File: config.mk
export PLATFORM = sky130hd
export DESIGN_NAME = seg7_to_three_decoder
export DESIGN_NICKNAME = d
export VERILOG_FILES = /design/src/rtl/seg7_to_three_decoder.sv
export SDC_FILE = /design/constraint.sdc
export NUM_CORES = 1
export LEC_CHECK = 0
export BUFFER_PORTS_ARGS = -buffer_cell sky130_fd_sc_hd__buf_2
export CELL_PAD_IN_SITES_DETAIL_PLACEMENT = 2
export CELL_PAD_IN_SITES_GLOBAL_PLACEMENT = 2
export CORE_MARGIN = 2
export CORE_UTILIZATION = 37
export DETAILED_ROUTE_END_ITERATION = 8
export GPL_ROUTABILITY_DRIVEN = 0
export GPL_TIMING_DRIVEN = 0
export PLACE_DENSITY = 0.9
export SKIP_CTS_REPAIR_TIMING = 1
export SYNTH_ARGS = -nofsm -noshare
export SYNTH_HDL_FRONTEND = slang
export SYNTH_SLANG_ARGS = --single-unit
File: constraint.sdc
create_clock -name clk -period 3.2 [get_ports clk]
set_input_delay 0.16 -clock clk [delete_from_list [all_inputs] [get_ports clk]]
set_output_delay 0.16 -clock clk [all_outputs]
set_load 0.05 [all_outputs]
File: src/rtl/seg7_to_three_decoder.sv
// Decodes a debounced 7-segment pattern back to its 3-bit code.
// Accepted codes go out over valid/ready; patterns not in the table raise a pulse and bump a counter.
module seg7_to_three_decoder #(
    parameter int unsigned STABLE_CYCLES = 4,
    parameter int unsigned ERR_CNT_W     = 8
) (
    input  logic                 clk,
    input  logic                 rst,
    input  logic [6:0]           seg_in,
    input  logic                 code_ready,
    output logic [2:0]           code_out,
    output logic                 code_valid,
    output logic                 bad_pattern,
    output logic [ERR_CNT_W-1:0] err_count
);

    localparam int unsigned SEG_W  = 7;
    localparam int unsigned CODE_W = 3;
    localparam int unsigned RUN_W  = 4;
    localparam logic [RUN_W-1:0] RUN_MAX = RUN_W'(STABLE_CYCLES);

    typedef enum logic {
        ST_WAIT = 1'b0,
        ST_HOLD = 1'b1
    } state_e;

    state_e                 state_q, state_d;
    logic [SEG_W-1:0]       s_q, s_d;
    logic [RUN_W-1:0]       run_cnt_q, run_cnt_d;
    logic [SEG_W-1:0]       last_acc_q, last_acc_d;
    logic                   have_last_q, have_last_d;
    logic [CODE_W-1:0]      code_out_q, code_out_d;
    logic                   code_valid_q, code_valid_d;
    logic                   bad_pattern_q, bad_pattern_d;
    logic [ERR_CNT_W-1:0]   err_count_q, err_count_d;

    logic                   dec_ok;
    logic [CODE_W-1:0]      dec_code;
    logic                   stable;

    // Exact-match lookup of the sampled pattern
    always_comb begin
        dec_ok   = 1'b1;
        dec_code = '0;
        case (s_q)
            7'b1100000: dec_code = 3'd0;
            7'b1000010: dec_code = 3'd1;
            7'b1100010: dec_code = 3'd2;
            7'b1100011: dec_code = 3'd3;
            7'b1100111: dec_code = 3'd4;
            7'b1101111: dec_code = 3'd5;
            7'b1110111: dec_code = 3'd6;
            7'b0111111: dec_code = 3'd7;
            default:    dec_ok   = 1'b0;
        endcase
    end

    assign stable = (run_cnt_q == RUN_MAX);

    always_comb begin
        s_d           = seg_in;
        run_cnt_d     = RUN_W'(1);
        state_d       = state_q;
        last_acc_d    = last_acc_q;
        have_last_d   = have_last_q;
        code_out_d    = code_out_q;
        code_valid_d  = code_valid_q;
        bad_pattern_d = 1'b0;
        err_count_d   = err_count_q;

        if (run_cnt_q != '0 && seg_in == s_q) begin
            run_cnt_d = (run_cnt_q >= RUN_MAX) ? RUN_MAX : run_cnt_q + RUN_W'(1);
        end

        // Candidate is always the registered sample, so a same-edge input change is harmless
        if (state_q == ST_WAIT) begin
            if (stable && (!have_last_q || s_q != last_acc_q)) begin
                last_acc_d  = s_q;
                have_last_d = 1'b1;
                if (dec_ok) begin
                    code_out_d   = dec_code;
                    code_valid_d = 1'b1;
                    state_d      = ST_HOLD;
                end else begin
                    bad_pattern_d = 1'b1;
                    if (err_count_q != '1) begin
                        err_count_d = err_count_q + ERR_CNT_W'(1);
                    end
                end
            end
        end else begin
            if (code_ready) begin
                code_valid_d = 1'b0;
                state_d      = ST_WAIT;
            end
        end
    end

    always_ff @(posedge clk) begin
        if (rst) begin
            state_q       <= ST_WAIT;
            s_q           <= '0;
            run_cnt_q     <= '0;
            last_acc_q    <= '0;
            have_last_q   <= 1'b0;
            code_out_q    <= '0;
            code_valid_q  <= 1'b0;
            bad_pattern_q <= 1'b0;
            err_count_q   <= '0;
        end else begin
            state_q       <= state_d;
            s_q           <= s_d;
            run_cnt_q     <= run_cnt_d;
            last_acc_q    <= last_acc_d;
            have_last_q   <= have_last_d;
            code_out_q    <= code_out_d;
            code_valid_q  <= code_valid_d;
            bad_pattern_q <= bad_pattern_d;
            err_count_q   <= err_count_d;
        end
    end

    assign code_out    = code_out_q;
    assign code_valid  = code_valid_q;
    assign bad_pattern = bad_pattern_q;
    assign err_count   = err_count_q;

endmodule
# After elaboration in Yosys (flattened, before gate mapping)
# Cells that the tools add are included.
# op_classes
n_addsub	2
magnitude_cmp	1
eq_ne	13
mux	13
bitwise	4
reduce_logical	15
# ops
cell	count
equality test 7 bit, second input constant	7
one-hot mux 3 bit (7 select lines)	1
2-to-1 mux 1 bit	11
adder 8 x 1 -> 8 bit, second input constant	1
!= test 8 bit, second input constant	1
OR reduction 8 bit	1
equality test 7 x 6 -> 1 bit, second input constant	1
equality test 7 bit	1
!= test 7 bit	1
AND reduction 3 bit	2
OR reduction 3 bit	2
adder 4 x 1 -> 4 bit, second input constant	1
equality test 4 x 3 -> 1 bit, second input constant	1
greater-or-equal comparator 4 x 3 -> 1 bit, second input constant	1
NOT 1 bit	4
AND reduction 4 bit	1
nonzero test 2 bit	2
nonzero test 4 bit	1
2-to-1 mux 3 bit	1
logical AND 1 bit	2
!= test 2 bit, second input constant	1
AND reduction 2 bit	1
OR reduction 2 bit	1
zero test 1 bit	1
logical OR 1 bit	1
# totals
regBits	33
output_inout_bits	13
word_cells	59

# Longest topological paths before layout
# depth
depth_word	6
depth_mapped	8

# Worst setup path before layout
# Ideal clock, no wire load.
# synth_path
path_kind	register -> register
startpoint	register run_cnt_q[0]
endpoint	register err_count_q[7], in the netlist err_count[7]
setup_ps	71
t_arrival_ps	2044
t_required_ps	3129
path_slack_ps	1085
stages_incl_launch_ff	8
n_path_buf	1
period_less_slack_ps	2115
path_cell_list	dfxtp_1 inv_1 ha_1 nor4bb_1 clkbuf_1 o21ai_1 or4b_2 a21oi_1
# synth_between
elab_chain_cells	3
# synth_lines
element	line	text
start: declaration	29	logic [RUN_W-1:0] run_cnt_q, run_cnt_d;
start signal: assignment	113	run_cnt_q <= run_cnt_d;
equality test 4 x 3 -> 1 bit	58	assign stable = (run_cnt_q == RUN_MAX);
logical AND 1 bit	77	if (stable && (!have_last_q || s_q != last_acc_q)) begin
AND reduction 4 bit (no line)	n/a	
end signal: assignment	119	err_count_q <= err_count_d;
end: declaration	35	logic [ERR_CNT_W-1:0] err_count_q, err_count_d;
# Every way passes these cells.
# A chain may end at the register's enable or synchronous reset.

# Worst setup path after layout
# layout_path
startpoint	register run_cnt_q[0]
endpoint	register err_count_q[5], in the netlist err_count[5]
# The elaborated chain is that of the path after synthesis.

==> impl_results.html <==
<table>
<tr><th>Metric</th><th>Value</th></tr>
<tr><th colspan="2">Critical path</th></tr>
<tr><td>Arrival @ worst endpoint</td><td>2.77 ns</td></tr>
<tr><td>Slowest-stage cell, CP</td><td>sky130_fd_sc_hd__o41ai_1</td></tr>
<tr><td>Largest fanout on the critical path</td><td>10</td></tr>
<tr><td>Total buffers and inverters traversed by the critical path</td><td>3</td></tr>
<tr><td>Critical path type</td><td>flip-flop to flip-flop</td></tr>
<tr><td>Cell mode on critical path</td><td>sky130_fd_sc_hd__clkbuf_1</td></tr>
<tr><td>Worst Path Required</td><td>3.36 ns</td></tr>
<tr><td>Critical path endpoint category</td><td>flip-flop</td></tr>
<tr><td>Type of origin of the critical path</td><td>flip-flop</td></tr>
<tr><td>Category of cells accounting for the largest share of critical-path delay</td><td>compound AO/OA/AOI/OAI gates</td></tr>
<tr><td>Ordered list of cells on the worst path</td><td>inv_1, ha_1, nor4bb_1, clkbuf_1, o21ai_1, clkbuf_1, o41ai_1, a21oi_1</td></tr>
<tr><td>Largest stage delay, worst path</td><td>0.45 ns</td></tr>
<tr><th colspan="2">Global routing</th></tr>
<tr><td>Total congestion overflow</td><td>0</td></tr>
<tr><td>Global-route wire length before repair</td><td>7.534 mm</td></tr>
<tr><td>Maximum number of pins on one net before global-route repair</td><td>11</td></tr>
<tr><td>Number of global-route vias before repair</td><td>1,595</td></tr>
<tr><td>Antenna violations before repair</td><td>0</td></tr>
<tr><td>Global-route usage over all layers</td><td>19.32%</td></tr>
<tr><th colspan="2">Yosys</th></tr>
<tr><td>Cell area after technology mapping</td><td>1654 µm²</td></tr>
<tr><td>Async S/R FF share, synth</td><td>0%</td></tr>
<tr><td>Syn_nets</td><td>195</td></tr>
<tr><td>Sequential share of the synthesized area</td><td>39.94%</td></tr>
<tr><td>Number of distinct standard cells referenced by the synthesized netlist</td><td>43</td></tr>
<tr><td>Most common library cells after synthesis</td><td>sky130_fd_sc_hd__dfxtp_1 (33), sky130_fd_sc_hd__nor2_1 (18), sky130_fd_sc_hd__nor2b_1 (13), sky130_fd_sc_hd__xnor2_1 (11), sky130_fd_sc_hd__mux2i_1 (9)</td></tr>
<tr><td>Flip-flop cell with the highest count after synthesis</td><td>sky130_fd_sc_hd__dfxtp_1</td></tr>
<tr><td>Number of storage elements in the synthesis netlist</td><td>33</td></tr>
<tr><td>Area share of the largest cell type after synthesis</td><td>39.94%</td></tr>
<tr><td>Count leader, synth</td><td>sky130_fd_sc_hd__dfxtp_1</td></tr>
<tr><td>Biggest area consumer among synthesized cells</td><td>sky130_fd_sc_hd__dfxtp_1</td></tr>
<tr><td>Warnings, synthesis</td><td>0</td></tr>
<tr><td>Mapped Avg Cell Area</td><td>9.088 µm²</td></tr>
<tr><td>EDFF count, synth</td><td>0</td></tr>
<tr><td>Largest cells by area after synthesis</td><td>sky130_fd_sc_hd__dfxtp_1 (40%), sky130_fd_sc_hd__xnor2_1 (5.8%), sky130_fd_sc_hd__mux2i_1 (5.4%)</td></tr>
<tr><td>Synthesized instance count</td><td>182</td></tr>
<tr><th colspan="2">CTS</th></tr>
<tr><td>Maximum clock path buffer count</td><td>2</td></tr>
<tr><td>Clock root buffer</td><td>sky130_fd_sc_hd__clkbuf_8</td></tr>
<tr><td>Num CTS Buffers</td><td>5</td></tr>
<tr><td>TritonCTS clock tree</td><td>yes</td></tr>
<tr><td>Clk Latency, worst-skew pair</td><td>0.29 ns</td></tr>
<tr><td>Reg clk slew, reported paths</td><td>0.07 ns</td></tr>
<tr><td>TritonCTS sink count</td><td>33</td></tr>
<tr><td>Maximum level of the CTS H-tree</td><td>2</td></tr>
<tr><th colspan="2">Floorplan</th></tr>
<tr><td>Horizontal die dimension</td><td>70.86 µm</td></tr>
<tr><td>Initial standard-cell utilization of the core</td><td>38.25%</td></tr>
<tr><td>Die H</td><td>70.86 µm</td></tr>
<tr><td>Boundary pin count</td><td>23</td></tr>
<tr><td>Number of standard-cell rows in the floorplan</td><td>24</td></tr>
<tr><td>Core footprint</td><td>4324 µm²</td></tr>
<tr><td>Total Die Area</td><td>5021 µm²</td></tr>
<tr><th colspan="2">Run</th></tr>
<tr><td>Count of max-cap constraint violations</td><td>0</td></tr>
<tr><th colspan="2">Hold path</th></tr>
<tr><td>Worst hold-check path type</td><td>input pin to flip-flop</td></tr>
<tr><th colspan="2">Final layout</th></tr>
<tr><td>Antenna Diode Count</td><td>0</td></tr>
<tr><td>Ratio of cells with drive above 1 in the final layout</td><td>20.75%</td></tr>
<tr><td>Number of nets in the final layout</td><td>224</td></tr>
<tr><td>Area growth from synthesis to final layout</td><td>15.43%</td></tr>
<tr><th colspan="2">Timing</th></tr>
<tr><td>Setup-failing EPs final</td><td>0</td></tr>
<tr><td>Max Clock Skew</td><td>0.005890 ns</td></tr>
<tr><td>Shortest period the worst path allows</td><td>2.609 ns</td></tr>
<tr><td>Fmax</td><td>0.3832 GHz</td></tr>
<tr><td>Total negative slack for setup checks</td><td>0 ns</td></tr>
<tr><td>Slew Viols, Final</td><td>0</td></tr>
<tr><td>Post-route clock period utilization</td><td>81.54%</td></tr>
<tr><td>Tightest slew margin relative to the limit</td><td>52.26%</td></tr>
<tr><td>Setup repair after global routing missed its margin</td><td>no</td></tr>
<tr><td>Final hold viol count</td><td>0</td></tr>
<tr><td>Transition time at the pin with the least slew margin</td><td>0.7113 ns</td></tr>
<tr><th colspan="2">Pwr</th></tr>
<tr><td>Maximum vdd ir drop</td><td>0.2074 mV</td></tr>
<tr><td>Total chip power</td><td>791.2 µW</td></tr>
<tr><td>Leakage power figure</td><td>0.0007778 µW</td></tr>
<tr><td>Power density over the cells</td><td>414.4 nW/µm²</td></tr>
<tr><th colspan="2">Status</th></tr>
<tr><td>Result of the run</td><td>finished clean</td></tr>
<tr><th colspan="2">Detailed routing</th></tr>
<tr><td>Routed length per placed instance</td><td>16.33 µm</td></tr>
<tr><td>Number of search-and-repair iterations in the first detailed-routing pass</td><td>4</td></tr>
<tr><td>Routed length on met3</td><td>167 µm</td></tr>
<tr><td>DR vias/cell</td><td>5.390</td></tr>
<tr><td>Total via count in the routed design</td><td>1,423</td></tr>
<tr><td>Remaining design rule violation count</td><td>0</td></tr>
<tr><td>Met2 wire length</td><td>2.316 mm</td></tr>
<tr><td>Remaining antenna violation count after routing</td><td>0</td></tr>
<tr><td>Met1 Wirelength</td><td>1.745 mm</td></tr>
<tr><td>Violation count after the first detailed-routing iteration</td><td>33</td></tr>
<tr><td>Uppermost layer routed</td><td>met4</td></tr>
<tr><td>Final wirelength</td><td>4.310 mm</td></tr>
<tr><th colspan="2">Placed design</th></tr>
<tr><td>HPWL after DPL</td><td>3.319 mm</td></tr>
<tr><td>Total of buffers placed on input and output ports</td><td>22</td></tr>
</table>
cell families after synthesis:
group	count (synthesis)	synth area share (%)
multiplexers	13	8.169
AND/OR/NAND/NOR	75	25.79
XOR/XNOR	17	9.001
AO/OA/AOI/OAI	24	9.532
other	1	0.2267
buffers and inverters	16	5.068
flip-flops	33	39.94
adder cells (fa/ha/maj)	3	2.270
flip-flops by register name, indices dropped and copies added (netlist names):
signal / count
bad_pattern: 1
code_out: 3
code_valid: 1
err_count: 8
have_last_q: 1
last_acc_q: 7
run_cnt_q: 4
s_q: 7
state_q: 1
metal layers:
metal | global-route usage [%] | up-vias
met4 | 7.966 | 0
li1 | - | 694
met1 | 21.79 | 692
met3 | 4.416 | 9
met5 | 0 | -
met2 | 34.89 | 28
power by group:
group / switching, µW / internal [µW] / total [µW] / leakage, µW
Clock: 147 / 154 / 301 / 0.0000395
Combinational: 41.4 / 29.2 / 70.6 / 0.000470
Sequential: 2.35 / 417 / 419 / 0.000268
through the flow:
| stage | instance area, µm² | hold slack [ns] | std cells | util, % | setup WS (ns) |
|---|---|---|---|---|---|
| after floorplan | 1654 | 0.2882 | 182 | - | 1.085 |
| after global placement | 1829 | 0.4008 | 256 | 42.30 | 0.6044 |
| after detailed placement | 1829 | 0.4098 | 256 | 42.30 | 0.5255 |
| after CTS | 1909 | 0.1062 | 264 | 44.16 | 0.5388 |
| after global routing | 1909 | 0.1156 | 264 | 44.16 | 0.2894 |
| final | 1909 | 0.1124 | 264 | 44.16 | 0.5906 |
area by class of cell:
| class | instances | area, µm² |
|---|---|---|
| tap | 52 | 65.06 |
| multi-input combinational | 133 | 909.6 |
| sequential | 33 | 660.6 |
| buffer | 13 | 72.57 |
| inverter | 3 | 11.26 |
| timing repair buffer | 22 | 110.1 |
| fill | 507 | 2415 |
| clock buffer | 8 | 80.08 |
worst paths after layout:
| check | depth (start not counted) | endpoint | start | slack [ns] |
|---|---|---|---|---|
| max | 8 | err_count[5] | run_cnt_q[0] | 0.59 |
| min | 2 | s_q[5] | seg_in[5] | 0.11 |
| max reg2reg | 8 | err_count[5] | run_cnt_q[0] | 0.59 |
| min reg2reg | 2 | code_out[2] | code_out[2] | 0.46 |
placed cells by master, fill, tap and decap left out, drive strengths merged, types with 2 or more instances in the layout:
cell type	n
a21boi	2
a21oi	8
and3	2
buf	30
clkbuf	13
dfxtp	33
ha	3
inv	3
mux2	4
mux2i	9
nand2	7
nand2b	4
nand3	6
nand4	4
nor2	18
nor2b	13
nor3	2
nor4	6
nor4b	3
o21ai	4
o41ai	2
or4	2
or4b	2
xnor2	11
xor2	6
worst register-to-register path: stages (launching register included):
cell                       delay, ns
sky130_fd_sc_hd__dfxtp_1        0.32
sky130_fd_sc_hd__inv_1          0.07
sky130_fd_sc_hd__ha_1           0.17
sky130_fd_sc_hd__nor4bb_1       0.31
sky130_fd_sc_hd__clkbuf_1       0.35
sky130_fd_sc_hd__o21ai_1        0.35
sky130_fd_sc_hd__clkbuf_1       0.36
sky130_fd_sc_hd__o41ai_1        0.45
sky130_fd_sc_hd__a21oi_1        0.10
Note: power is estimated with default switching activity, not from simulation.
